`config.mk`:
```
export PLATFORM = sky130hd
export DESIGN_NAME = alu_req_driver_flat
export DESIGN_NICKNAME = d
export VERILOG_FILES = /design/src/rtl/alu_pkg.sv /design/src/rtl/alu_req_driver_if.sv /design/src/rtl/alu_req_driver.sv /design/src/flat_wrapper.sv
export SDC_FILE = /design/constraint.sdc
export NUM_CORES = 1
export LEC_CHECK = 0
export CAP_MARGIN = 20
export CORE_MARGIN = 10
export CORE_UTILIZATION = 40
export CTS_CLUSTER_DIAMETER = 150
export DETAILED_ROUTE_END_ITERATION = 12
export PLACE_DENSITY_LB_ADDON = 0.25
export SYNTH_ARGS = -nofsm -noshare
export SYNTH_HDL_FRONTEND = slang
export SYNTH_SLANG_ARGS = --single-unit
```
`constraint.sdc`:
```
create_clock -name i_clk -period 1.75 [get_ports i_clk]
set_input_delay 0.4375 -clock i_clk [delete_from_list [all_inputs] [get_ports i_clk]]
set_output_delay 0.4375 -clock i_clk [all_outputs]
set_load 0.005 [all_outputs]
```
`src/rtl/alu_pkg.sv`:
```
// ---------------------------------------------------------------------------
// alu_pkg
// Shared definitions for the 16-bit sequential ALU and its request driver:
//   - op-code constants (start/s/inbus/outbus/finish/overflow protocol)
//   - data width constant
//   - FSM state encoding of alu_req_driver
//   - helper telling whether an op returns two result words
// ---------------------------------------------------------------------------
package alu_pkg;

    localparam int ALU_W = 16;

    localparam logic [1:0] ALU_ADD = 2'b00;
    localparam logic [1:0] ALU_SUB = 2'b01;
    localparam logic [1:0] ALU_MUL = 2'b10;
    localparam logic [1:0] ALU_DIV = 2'b11;

    typedef enum logic [2:0] {
        S_IDLE  = 3'd0,
        S_START = 3'd1,
        S_SEND1 = 3'd2,
        S_SEND2 = 3'd3,
        S_WAIT  = 3'd4,
        S_CAP2  = 3'd5,
        S_RESP  = 3'd6
    } drv_state_t;

    // mul returns {hi, lo}, div returns {remainder, quotient}: two finish words
    function automatic logic two_words(input logic [1:0] op);
        return (op == ALU_MUL) || (op == ALU_DIV);
    endfunction

endpackage

```
`src/rtl/alu_req_driver_if.sv`:
```
// ---------------------------------------------------------------------------
// alu_req_driver_if
// Bundles the three buses around alu_req_driver:
//   request  : req_valid/req_ready, req_op, req_a, req_b
//   response : rsp_valid/rsp_ready, rsp_lo, rsp_hi, rsp_ovf, rsp_err
//   ALU      : alu_start, alu_s, alu_inbus (to ALU); alu_outbus,
//              alu_finish, alu_overflow (from ALU)
// Modports:
//   master : the driver (it masters the ALU and answers the requester)
//   slave  : everything around it (control unit plus ALU)
// ---------------------------------------------------------------------------
interface alu_req_driver_if #(
    parameter int W = alu_pkg::ALU_W
);
    logic         req_valid;
    logic         req_ready;
    logic [1:0]   req_op;
    logic [W-1:0] req_a;
    logic [W-1:0] req_b;

    logic         rsp_valid;
    logic         rsp_ready;
    logic [W-1:0] rsp_lo;
    logic [W-1:0] rsp_hi;
    logic         rsp_ovf;
    logic         rsp_err;

    logic         alu_start;
    logic [1:0]   alu_s;
    logic [W-1:0] alu_inbus;
    logic [W-1:0] alu_outbus;
    logic         alu_finish;
    logic         alu_overflow;

    modport master (
        input  req_valid, req_op, req_a, req_b, rsp_ready,
               alu_outbus, alu_finish, alu_overflow,
        output req_ready, rsp_valid, rsp_lo, rsp_hi, rsp_ovf, rsp_err,
               alu_start, alu_s, alu_inbus
    );

    modport slave (
        output req_valid, req_op, req_a, req_b, rsp_ready,
               alu_outbus, alu_finish, alu_overflow,
        input  req_ready, rsp_valid, rsp_lo, rsp_hi, rsp_ovf, rsp_err,
               alu_start, alu_s, alu_inbus
    );
endinterface

```
`src/rtl/alu_req_driver.sv`:
```
// ---------------------------------------------------------------------------
// alu_req_driver
// Takes a parallel {op, a, b} request, serialises it onto the sequential
// ALU (start pulse, then b, then a on inbus), waits for finish, captures one
// or two result words plus the overflow flag and holds them as a buffered
// response until the consumer accepts it.
// Ports:
//   i_clk   : clock, rising edge
//   i_rst_b : synchronous reset, active-high
//   bus     : alu_req_driver_if.master (request, response and ALU buses)
// Parameters:
//   W              : data/bus width
//   TIMEOUT_CYCLES : WAIT cycles before abort (only with ALU_DRV_TIMEOUT_EN)
// Optional feature macro: ALU_DRV_TIMEOUT_EN
//   defined   : WAIT aborts to RESP with rsp_err after TIMEOUT_CYCLES cycles
//   undefined : WAIT blocks until finish, no counter is built
// ---------------------------------------------------------------------------
module alu_req_driver
    import alu_pkg::*;
#(
    parameter int W              = ALU_W,
    parameter int TIMEOUT_CYCLES = 1023
) (
    input  logic             i_clk,
    input  logic             i_rst_b,
    alu_req_driver_if.master bus
);

    drv_state_t   r_state, w_state_nxt;
    logic [1:0]   r_op;
    logic [W-1:0] r_a, r_b;
    logic [W-1:0] r_lo, r_hi;
    logic         r_ovf, r_err;

    logic         w_req_ready, w_rsp_valid, w_start;
    logic [1:0]   w_s;
    logic [W-1:0] w_inbus;
    logic         w_timeout;

`ifdef ALU_DRV_TIMEOUT_EN
    localparam int CW = $clog2(TIMEOUT_CYCLES + 1);
    logic [CW-1:0] r_cnt;

    // r_cnt counts completed WAIT cycles; the abort fires on the last
    // permitted WAIT cycle so RESP shows up TIMEOUT_CYCLES after WAIT entry
    always_ff @(posedge i_clk) begin
        if (i_rst_b)                 r_cnt <= '0;
        else if (r_state == S_SEND2) r_cnt <= '0;
        else if (r_state == S_WAIT)  r_cnt <= r_cnt + CW'(1);
    end

    assign w_timeout = (r_state == S_WAIT) && !bus.alu_finish &&
                       (r_cnt == CW'(TIMEOUT_CYCLES - 1));
`else
    assign w_timeout = 1'b0;
`endif

    // state register
    always_ff @(posedge i_clk) begin
        if (i_rst_b) r_state <= S_IDLE;
        else         r_state <= w_state_nxt;
    end

    // next state and decoded outputs
    always_comb begin
        w_state_nxt = r_state;
        w_req_ready = 1'b0;
        w_rsp_valid = 1'b0;
        w_start     = 1'b0;
        w_s         = 2'b00;
        w_inbus     = '0;
        case (r_state)
            S_IDLE: begin
                w_req_ready = 1'b1;
                if (bus.req_valid) w_state_nxt = S_START;
            end
            S_START: begin
                w_start     = 1'b1;
                w_s         = r_op;
                w_state_nxt = S_SEND1;
            end
            S_SEND1: begin
                w_s         = r_op;
                w_inbus     = r_b;          // right operand goes first
                w_state_nxt = S_SEND2;
            end
            S_SEND2: begin
                w_s         = r_op;
                w_inbus     = r_a;
                w_state_nxt = S_WAIT;
            end
            S_WAIT: begin
                w_s = r_op;
                if (bus.alu_finish) begin
                    w_state_nxt = two_words(r_op) ? S_CAP2 : S_RESP;
                end else if (w_timeout) begin
                    w_s         = 2'b00;   // drop the op select on abort
                    w_state_nxt = S_RESP;
                end
            end
            S_CAP2: begin
                w_s         = r_op;
                w_state_nxt = S_RESP;
            end
            S_RESP: begin
                w_rsp_valid = 1'b1;
                if (bus.rsp_ready) w_state_nxt = S_IDLE;
            end
            default: w_state_nxt = S_IDLE;
        endcase
    end

    // request latch and response capture
    always_ff @(posedge i_clk) begin
        if (i_rst_b) begin
            r_op  <= 2'b00;
            r_a   <= '0;
            r_b   <= '0;
            r_lo  <= '0;
            r_hi  <= '0;
            r_ovf <= 1'b0;
            r_err <= 1'b0;
        end else begin
            case (r_state)
                S_IDLE: begin
                    if (bus.req_valid) begin
                        r_op  <= bus.req_op;
                        r_a   <= bus.req_a;
                        r_b   <= bus.req_b;
                        r_lo  <= '0;
                        r_hi  <= '0;
                        r_ovf <= 1'b0;
                        r_err <= 1'b0;
                    end
                end
                S_WAIT: begin
                    if (bus.alu_finish) begin
                        // overflow is only meaningful on the first word
                        r_ovf <= bus.alu_overflow;
                        if (two_words(r_op)) begin
                            r_hi <= bus.alu_outbus;
                        end else begin
                            r_lo <= bus.alu_outbus;
                            r_hi <= '0;
                        end
                    end else if (w_timeout) begin
                        r_err <= 1'b1;
                        r_lo  <= '0;
                        r_hi  <= '0;
                        r_ovf <= 1'b0;
                    end
                end
                S_CAP2: begin
                    if (bus.alu_finish) begin
                        r_lo <= bus.alu_outbus;
                    end else begin
                        r_err <= 1'b1;     // second word missing
                        r_lo  <= '0;
                    end
                end
                default: ;
            endcase
        end
    end

    assign bus.req_ready = w_req_ready;
    assign bus.rsp_valid = w_rsp_valid;
    assign bus.rsp_lo    = r_lo;
    assign bus.rsp_hi    = r_hi;
    assign bus.rsp_ovf   = r_ovf;
    assign bus.rsp_err   = r_err;
    assign bus.alu_start = w_start;
    assign bus.alu_s     = w_s;
    assign bus.alu_inbus = w_inbus;

endmodule

```
`src/flat_wrapper.sv`:
```
// flat-port wrapper written by rule: the top's interface ports become plain ports
module alu_req_driver_flat import alu_pkg::*;
#(
    parameter int W              = ALU_W,
    parameter int TIMEOUT_CYCLES = 1023
)
  (i_clk, i_rst_b, bus_req_valid, bus_req_op, bus_req_a, bus_req_b, bus_rsp_ready, bus_alu_outbus, bus_alu_finish, bus_alu_overflow, bus_req_ready, bus_rsp_valid, bus_rsp_lo, bus_rsp_hi, bus_rsp_ovf, bus_rsp_err, bus_alu_start, bus_alu_s, bus_alu_inbus);
  alu_req_driver_if #(.W(W)) bus_i ();
  input  logic i_clk;
  input  logic i_rst_b;
  input wire logic [$bits(bus_i.req_valid)-1:0] bus_req_valid;
  input wire logic [$bits(bus_i.req_op)-1:0] bus_req_op;
  input wire logic [$bits(bus_i.req_a)-1:0] bus_req_a;
  input wire logic [$bits(bus_i.req_b)-1:0] bus_req_b;
  input wire logic [$bits(bus_i.rsp_ready)-1:0] bus_rsp_ready;
  input wire logic [$bits(bus_i.alu_outbus)-1:0] bus_alu_outbus;
  input wire logic [$bits(bus_i.alu_finish)-1:0] bus_alu_finish;
  input wire logic [$bits(bus_i.alu_overflow)-1:0] bus_alu_overflow;
  output wire logic [$bits(bus_i.req_ready)-1:0] bus_req_ready;
  output wire logic [$bits(bus_i.rsp_valid)-1:0] bus_rsp_valid;
  output wire logic [$bits(bus_i.rsp_lo)-1:0] bus_rsp_lo;
  output wire logic [$bits(bus_i.rsp_hi)-1:0] bus_rsp_hi;
  output wire logic [$bits(bus_i.rsp_ovf)-1:0] bus_rsp_ovf;
  output wire logic [$bits(bus_i.rsp_err)-1:0] bus_rsp_err;
  output wire logic [$bits(bus_i.alu_start)-1:0] bus_alu_start;
  output wire logic [$bits(bus_i.alu_s)-1:0] bus_alu_s;
  output wire logic [$bits(bus_i.alu_inbus)-1:0] bus_alu_inbus;
  assign bus_i.req_valid = bus_req_valid;
  assign bus_i.req_op = bus_req_op;
  assign bus_i.req_a = bus_req_a;
  assign bus_i.req_b = bus_req_b;
  assign bus_i.rsp_ready = bus_rsp_ready;
  assign bus_i.alu_outbus = bus_alu_outbus;
  assign bus_i.alu_finish = bus_alu_finish;
  assign bus_i.alu_overflow = bus_alu_overflow;
  assign bus_req_ready = bus_i.req_ready;
  assign bus_rsp_valid = bus_i.rsp_valid;
  assign bus_rsp_lo = bus_i.rsp_lo;
  assign bus_rsp_hi = bus_i.rsp_hi;
  assign bus_rsp_ovf = bus_i.rsp_ovf;
  assign bus_rsp_err = bus_i.rsp_err;
  assign bus_alu_start = bus_i.alu_start;
  assign bus_alu_s = bus_i.alu_s;
  assign bus_alu_inbus = bus_i.alu_inbus;
  alu_req_driver #(.W(W), .TIMEOUT_CYCLES(TIMEOUT_CYCLES)) u_core (.i_clk(i_clk), .i_rst_b(i_rst_b), .bus(bus_i));
endmodule
```
==> results.ini, run 1 <==
[worst_setup_path]
startpoint_type = flip-flop
r2r_cells = 7
crit_path_end_kind = flip-flop
crit_type = reg2reg
reg2reg_from = u_core.r_state[0]
r2r_end = u_core.r_a[12]
worstPathMaxFanout = 8
critical-path-top-delay-family = simple AND/OR/NAND/NOR gates
crit_buf_inv = 4
path_cells = buf_12 -> buf_16 -> buf_8 -> or4b_4 -> clkbuf_16 -> nand2_1 -> a21oi_1
arrival_ns = 2.14
rrSetupSlack_ns = -0.16
slowest_delay_ns = 0.65
slowest_stage = or4b_4
required_ns = 1.97

[detailed_routing]
drtIter0Drc = 121
wirelength_microns = 11600
dr.pass1.iters = 5
wl_per_cell_microns = 19.0
postRouteAntennaNets = 0
route.detailed.drc = 0
num_vias = 3335
vias_per_cell = 5.44

[synth]
synth_warnings = 0
synthTopCellsByArea = dfxtp_1 43%, nand2_1 8.2%, a21oi_1 8.1%
syn_avg_cell_area_sq_um = 8.62
ys_ff_latch = 71
yosysTopAreaCell = dfxtp_1
synth_top_area_share = 0.434
netlist_area_sq_um = 3280
synth_nets = 436
synthArstFlopShare = 0
synthCells = 380
synth.distinct_cells = 37
seq_area_frac_synth = 0.434
synth-main-ff-cell = dfxtp_1
synth-edff-count = 0

[floorplan]
rows = 32
die_h_microns = 111
dieWidth_microns = 111
coreArea_sq_um = 7850
dieArea_sq_um = 12200
io_pins = 111
start_util = 0.418

[global_routing]
grt_pass1_vias = 3223
antenna_found_initial = 0
grt_overflow = 0
grt_pass1_wl_microns = 16800
grt_max_degree = 72
track_usage = 0.161

[layout]
area_delta_synth_final_pct = 64.8
nNetsFinal = 562
nFillCells = 622
layout_common_cells = 88 x clkdlybuf4s50_1, 68 x dfxtp_1, 42 x nand2_1
post_route_cells_drive_above_1_share = 0.329
antennaDiodeCount = 0
final_common_cell = clkdlybuf4s50_1

[sta]
slew-limit-headroom = 0.752
hold_viol = 0
worst_slack_ns = -0.163
fin_crit_ns = 1.91
timing.fmax_ghz = 0.523
maxSlewViolCount = 0
fin_hold_ws_ns = 0.453
rsz0062_at_grt = yes
finalSetupTns_ns = -3.45
fin_skew_ns = 0.00495
worstMarginPinSlew_ns = 0.373
period_share = 1.09
setup_violations = 47

[job]
cap_violations = 0

[min_path]
hold_path.startpoint = u_core.r_b[0]
min_path_cells = 2
min_to = u_core.r_b[0]
min_path_type = reg2reg

[clocking]
clock_latency_ns = 0.34
htree_levels = 3
ctsHoldBuffers = 0
cts_buffers = 9
clock_path_buffers = 2
clk_transition_reported_paths_ns = 0.08
tritoncts = done
clockRootBuffer = clkbuf_8
cts.sinks = 71

[power]
vdd_ir_drop_max_mv = 0.535
powerDensity_nw_per_um2 = 850
p_leak_nw = 2.01

[outcome]
status = finished, violations left
violations = setup timing

[place]
gp_congestion = 0.790
pre_cts_ws_ns = -0.212
numPortBuffers = 110
hpwl_microns = 7080

==> power by group <==
| part | leakage (nW) | internal, mW | switching, mW |
|---|---|---|---|
| Combinational | 1.33 | 0.714 | 0.637 |
| Clock | 0.102 | 0.804 | 0.652 |
| Sequential | 0.579 | 1.70 | 0.0827 |
==> worst reg2reg max path: stages, from the launching register on <==
cell and delay, ns:
dfxtp_4 0.36, buf_12 0.13, buf_16 0.13, buf_8 0.13, or4b_4 0.65, clkbuf_16 0.23
nand2_1 0.10, a21oi_1 0.07
==> timing repair <==
item,4_1_cts,5_1_grt
gates resized for setup,104,89
setup endpoints to repair,21,60
pin swaps,6,70
setup buffers,3,3
cloned,4,8
==> per-layer routing <==
layer | global-route usage | wire length [microns] | share of wire | up-vias
met3 | 0.0654 | 848 | 0.073 | 24
met5 | 0 | 0 | 0 | -
met1 | 0.187 | 4730 | 0.41 | 1611
met4 | 0.0345 | 223 | 0.019 | 0
li1 | - | - | - | 1572
met2 | 0.271 | 5830 | 0.50 | 128
==> layout make-up <==
class / count / area [sq um] / share of cell area
clock buffers: 9 / 124 / 0.0229
well taps: 102 / 128 / 0.0236
repair buffers: 150 / 1640 / 0.303
flip-flops and latches: 71 / 1430 / 0.264
multi-input cells: 271 / 1980 / 0.366
inverters: 3 / 11.3 / 0.00209
clock inverters: 7 / 96.3 / 0.0178
==> cell families (layout without fill, tap and decap cells) <==
kind of cell	Yosys count	in the layout	synth area share
AOI/OAI and AO/OA	95	95	0.199
and+or+nand+nor	158	158	0.240
muxes	18	18	0.0554
DFF	71	71	0.434
buffers and inverters	38	169	0.0722
==> how the worst max path moves through the flow <==
stage	from	to	cells past startpoint
finish	u_core.r_state[0]	u_core.r_a[12]	7
detailed placement	bus_alu_finish	u_core.bus.rsp_lo[8]	5
global placement	bus_req_valid	u_core.r_b[2]	5
global route	u_core.r_state[0]	u_core.r_a[12]	7
CTS	u_core.r_state[0]	bus_alu_inbus[3]	6
floorplan	u_core.r_state[0]	bus_alu_inbus[11]	5
==> flip-flops by register name, summed over array words and instances (netlist names) <==
name,count
u_core.r_state,3
u_core.bus.rsp_ovf,1
u_core.r_b,16
u_core.bus.rsp_lo,16
u_core.r_op,2
u_core.r_a,16
u_core.bus.rsp_err,1
u_core.bus.rsp_hi,16
==> metrics by stage <==
stage / instance area, sq um / std cells / util / power [mW]
detailed placement: 4550 / 580 / 0.580 / 2.68
global placement: 4550 / 580 / 0.580 / 2.67
CTS: 4890 / 603 / 0.623 / 4.26
floorplan: 3280 / 380 / - / 2.32
finish: 5400 / 613 / 0.688 / 4.59
global route: 5400 / 613 / 0.688 / 4.76
==> synthesized netlist by cell type, types with 2 or more instances <==
master and number:
buf_2 9, clkbuf_1 15, dfxtp_1 71, nand2_1 72, or3_1 2, inv_1 2
mux2i_1 17, nor2_1 20, and3_1 2, buf_6 9, o32ai_2 10, o32ai_1 6
nand4_1 17, a21oi_1 53, nor4bb_1 2, nor2b_1 2, nand2b_1 34, o21ai_0 18
(Power assumes the default switching activity.)
==> run 2: changes to the inputs <==
CELL_PAD_IN_SITES_DETAIL_PLACEMENT = 1   (was not set)
CELL_PAD_IN_SITES_GLOBAL_PLACEMENT = 1   (was not set)
CORE_UTILIZATION = 33   (was 40)
==> results.ini, run 2 (synthesized netlist as in run 1, its figures left out) <==
[detailed_routing]
vias_per_cell = 5.02
postRouteAntennaNets = 0
num_vias = 3223
drtIter0Drc = 131
wirelength_microns = 11700
dr.pass1.iters = 5
route.detailed.drc = 0
wl_per_cell_microns = 18.3

[global_routing]
antenna_found_initial = 0
grt_max_degree = 72
grt_pass1_wl_microns = 17900
grt_overflow = 0
track_usage = 0.151
grt_pass1_vias = 3585

[sta]
fin_crit_ns = 1.85
maxSlewViolCount = 0
worst_slack_ns = -0.100
rsz0062_at_grt = yes
slew-limit-headroom = 0.766
fin_hold_ws_ns = 0.464
setup_violations = 17
hold_viol = 0
worstMarginPinSlew_ns = 0.349
fin_skew_ns = 0.00697
timing.fmax_ghz = 0.541
period_share = 1.06

[power]
p_leak_nw = 1.82
powerDensity_nw_per_um2 = 850
vdd_ir_drop_max_mv = 0.387

[worst_setup_path]
required_ns = 1.31
arrival_ns = 1.41
crit_path_end_kind = output port
worstPathMaxFanout = 8
startpoint_type = flip-flop
crit_type = reg2out
cp-startpoint = u_core.r_state[2]
reg2reg_from = u_core.r_state[0]

[floorplan]
die_h_microns = 120
dieWidth_microns = 120
rows = 36
coreArea_sq_um = 9730
start_util = 0.337
io_pins = 111
dieArea_sq_um = 14300

[place]
gp_congestion = 0.787
place_area_sq_um = 4610
numPortBuffers = 110
hpwl_microns = 8000
pre_cts_ws_ns = -0.185

[layout]
final_common_cell = clkdlybuf4s50_1
post_route_cells_drive_above_1_share = 0.253
layout_common_cells = 88 x clkdlybuf4s50_1, 70 x nand2_1, 68 x dfxtp_1
final_area_sq_um = 5130
area_delta_synth_final_pct = 56.6
antennaDiodeCount = 0
utilization = 0.527
nNetsFinal = 560

[clocking]
clockRootBuffer = clkbuf_8
tritoncts = done
clk_transition_reported_paths_ns = 0.08
clock_path_buffers = 2
cts.sinks = 71
ctsHoldBuffers = 0
cts_buffers = 9
clock_latency_ns = 0.34
htree_levels = 3

[min_path]
hold_path.startpoint = u_core.r_b[0]
min_path_type = reg2reg

[outcome]
status = finished, violations left
violations = setup timing

[job]
cap_violations = 0

## run 2: final timing paths
path | end | slack, ns | cells after the start
setup / recovery | bus_alu_inbus[4] | -0.1 | 7
setup reg to reg | u_core.bus.rsp_lo[6] | 0.06 | 6
hold / removal | u_core.r_b[0] | 0.46 | 2
hold reg to reg | u_core.r_b[0] | 0.46 | 2
## run 2: where the power goes
part / leakage, nW / switching, mW / internal (mW)
clock: 0.102 / 0.652 / 0.805
sequential: 0.579 / 0.0694 / 1.70
combinational: 1.14 / 0.554 / 0.585
total: 1.82 / 1.28 / 3.09
## run 2: timing repair
item	in CTS	in global routing
endpoints found under the setup margin	21	35
pin swaps	7	10
setup buffers	15	4
endpoints found under the hold margin	0	0
gates resized for setup	106	56
gates cloned	2	1
## run 2: through the flow
step	instances	TNS (ns)	total power, mW
4_1_cts	645	-1.76	4.33
3_3_place_gp	612	-9.55	2.70
2_1_floorplan	380	0	2.32
6_report	642	-0.872	4.36
5_1_grt	642	-2.09	4.56
3_5_place_dp	612	-10.24	2.73
## run 2: worst max-delay path, stage by stage, from the launching register on
cell	delay, ns
dfxtp_4	0.37
buf_6	0.12
inv_4	0.05
nand2_4	0.07
buf_12	0.14
buf_6	0.12
nor2_2	0.09
buf_2	0.11
## run 2: cell type report
class / count / area [sq um]
Fill cell: 1153 / 4600
Clock buffer: 9 / 124
Inverter: 3 / 13.8
Clock inverter: 7 / 96.3
Sequential cell: 71 / 1430
Tap cell: 133 / 166
Timing Repair Buffer: 148 / 1460
Multi-Input combinational cell: 271 / 1840
## run 2: routing by layer
metal  GRT usage  routed length, microns  vias up  share of wire
li1            -                       -     1562              -
met1       0.171                    4970     1565           0.42
met2       0.271                    6050       86           0.51
met3      0.0422                     615       10          0.052
met4      0.0407                     111        0         0.0095
met5           0                       0        -              0
==> run 3: changes to the inputs <==
CORE_ASPECT_RATIO = 1.5   (was not set)
==> results.ini, run 3 (synthesized netlist as in run 1, its figures left out) <==
[floorplan]
coreArea_sq_um = 9690
start_util = 0.338
dieArea_sq_um = 14400
dieWidth_microns = 101
rows = 44
die_h_microns = 142
io_pins = 111

[worst_setup_path]
r2r_end = u_core.bus.rsp_hi[14]
rrSetupSlack_ns = 0.09
slowest_delay_ns = 0.40
crit_path_end_kind = output port
r2r_cells = 6
reg2reg_from = u_core.r_state[0]
required_ns = 1.31
critical-path-top-delay-family = flip-flops
crit_type = reg2out
slowest_stage = dfxtp_4
path_cells = buf_12 -> buf_8 -> mux2i_2 -> nor2_1 -> buf_2
startpoint_type = flip-flop
worstPathMaxFanout = 5
crit_buf_inv = 3
arrival_ns = 1.38

[outcome]
violations = setup timing
status = finished, violations left

[clocking]
clock_latency_ns = 0.34
htree_levels = 3
tritoncts = done
cts.sinks = 71
ctsHoldBuffers = 0
clockRootBuffer = clkbuf_16
cts_buffers = 9
clk_transition_reported_paths_ns = 0.06
clock_path_buffers = 2

[global_routing]
grt_max_degree = 72
grt_overflow = 0
grt_pass1_vias = 3560
antenna_found_initial = 0
grt_pass1_wl_microns = 18300
track_usage = 0.156

[layout]
antennaDiodeCount = 0
finalNonFillerCells = 621
post_route_cells_drive_above_1_share = 0.202
layout_common_cells = 88 x clkdlybuf4s50_1, 71 x nand2_1, 68 x dfxtp_1
nNetsFinal = 557
area_delta_synth_final_pct = 54.4
nFillCells = 1130
final_common_cell = clkdlybuf4s50_1
utilization = 0.522

[sta]
timing.fmax_ghz = 0.549
slew-limit-headroom = 0.771
hold_viol = 0
fin_crit_ns = 1.82
rsz0062_at_grt = yes
fin_skew_ns = 0.00562
worstMarginPinSlew_ns = 0.338
maxSlewViolCount = 0
setup_violations = 7
worst_slack_ns = -0.0705
period_share = 1.04
fin_hold_ws_ns = 0.456

[detailed_routing]
postRouteAntennaNets = 0
vias_per_cell = 5.19
wl_per_cell_microns = 18.6
drtIter0Drc = 90
dr.pass1.iters = 4
wirelength_microns = 11600
num_vias = 3226
route.detailed.drc = 0

[job]
cap_violations = 0

[min_path]
hold_path.startpoint = u_core.r_a[6]
min_path_type = reg2reg
min_path_cells = 2
min_to = u_core.r_a[6]

[power]
vdd_ir_drop_max_mv = 0.540
p_leak_nw = 1.86
fin_total_pwr_mw = 4.89
powerDensity_nw_per_um2 = 967

[place]
pre_cts_ws_ns = -0.223
hpwl_microns = 7950
dp_cells = 589
gp_congestion = 0.818
numPortBuffers = 110

run 3: worst reg2reg max path: stages, from the launching register on:
cell and delay, ns:
dfxtp_4 0.37, buf_4 0.20, nor4bb_4 0.38, buf_4 0.21, clkbuf_16 0.14, nand4_1 0.10
a21oi_1 0.17
run 3: power breakdown:
| part | internal [mW] | switching, mW | total (mW) | leakage [nW] |
|---|---|---|---|---|
| Sequential | 1.70 | 0.0577 | 1.76 | 0.579 |
| Clock | 1.40 | 0.722 | 2.12 | 0.170 |
| Combinational | 0.518 | 0.500 | 1.02 | 1.11 |
run 3: area by class of cell:
| type | count | area, sq um | share of cell area |
|---|---|---|---|
| multi-input combinational | 271 | 1670 | 0.329 |
| tap | 115 | 144 | 0.0284 |
| inverter | 3 | 11.3 | 0.00222 |
| timing repair buffer | 145 | 1460 | 0.289 |
| clock buffer | 9 | 225 | 0.0445 |
| clock inverter | 7 | 121 | 0.0240 |
| sequential | 71 | 1430 | 0.283 |
run 3: metal layers:
layer  share of wire  track usage
met1            0.39        0.163
met2            0.53        0.283
met3           0.061       0.0462
met4           0.016       0.0545
met5               0            0
run 3: how the worst max path moves through the flow:
stage,from,to,slack (ns),cells past startpoint
floorplan,u_core.r_state[0],bus_alu_inbus[11],0.16,5
global placement,bus_req_valid,u_core.r_b[6],-0.19,5
detailed placement,bus_req_valid,u_core.r_b[13],-0.22,5
CTS,u_core.r_state[1],bus_alu_s[0],-0.07,3
global route,u_core.r_state[0],bus_alu_inbus[14],-0.12,5
finish,u_core.r_state[0],bus_alu_inbus[14],-0.07,5
run 3: repair_timing:
item	4_1_cts	5_1_grt
endpoints found under the setup margin	21	37
hold endpoints to repair	0	0
pin swaps	11	13
cloned	2	2
resized for setup	102	12
buffers inserted	11	3
run 3: stage by stage:
step                area [sq um]  TNS [ns]
floorplan                   3280         0
global placement            4540     -8.57
detailed placement          4540    -10.74
CTS                         5010    -0.827
global route                5060    -0.857
finish                      5060    -0.296
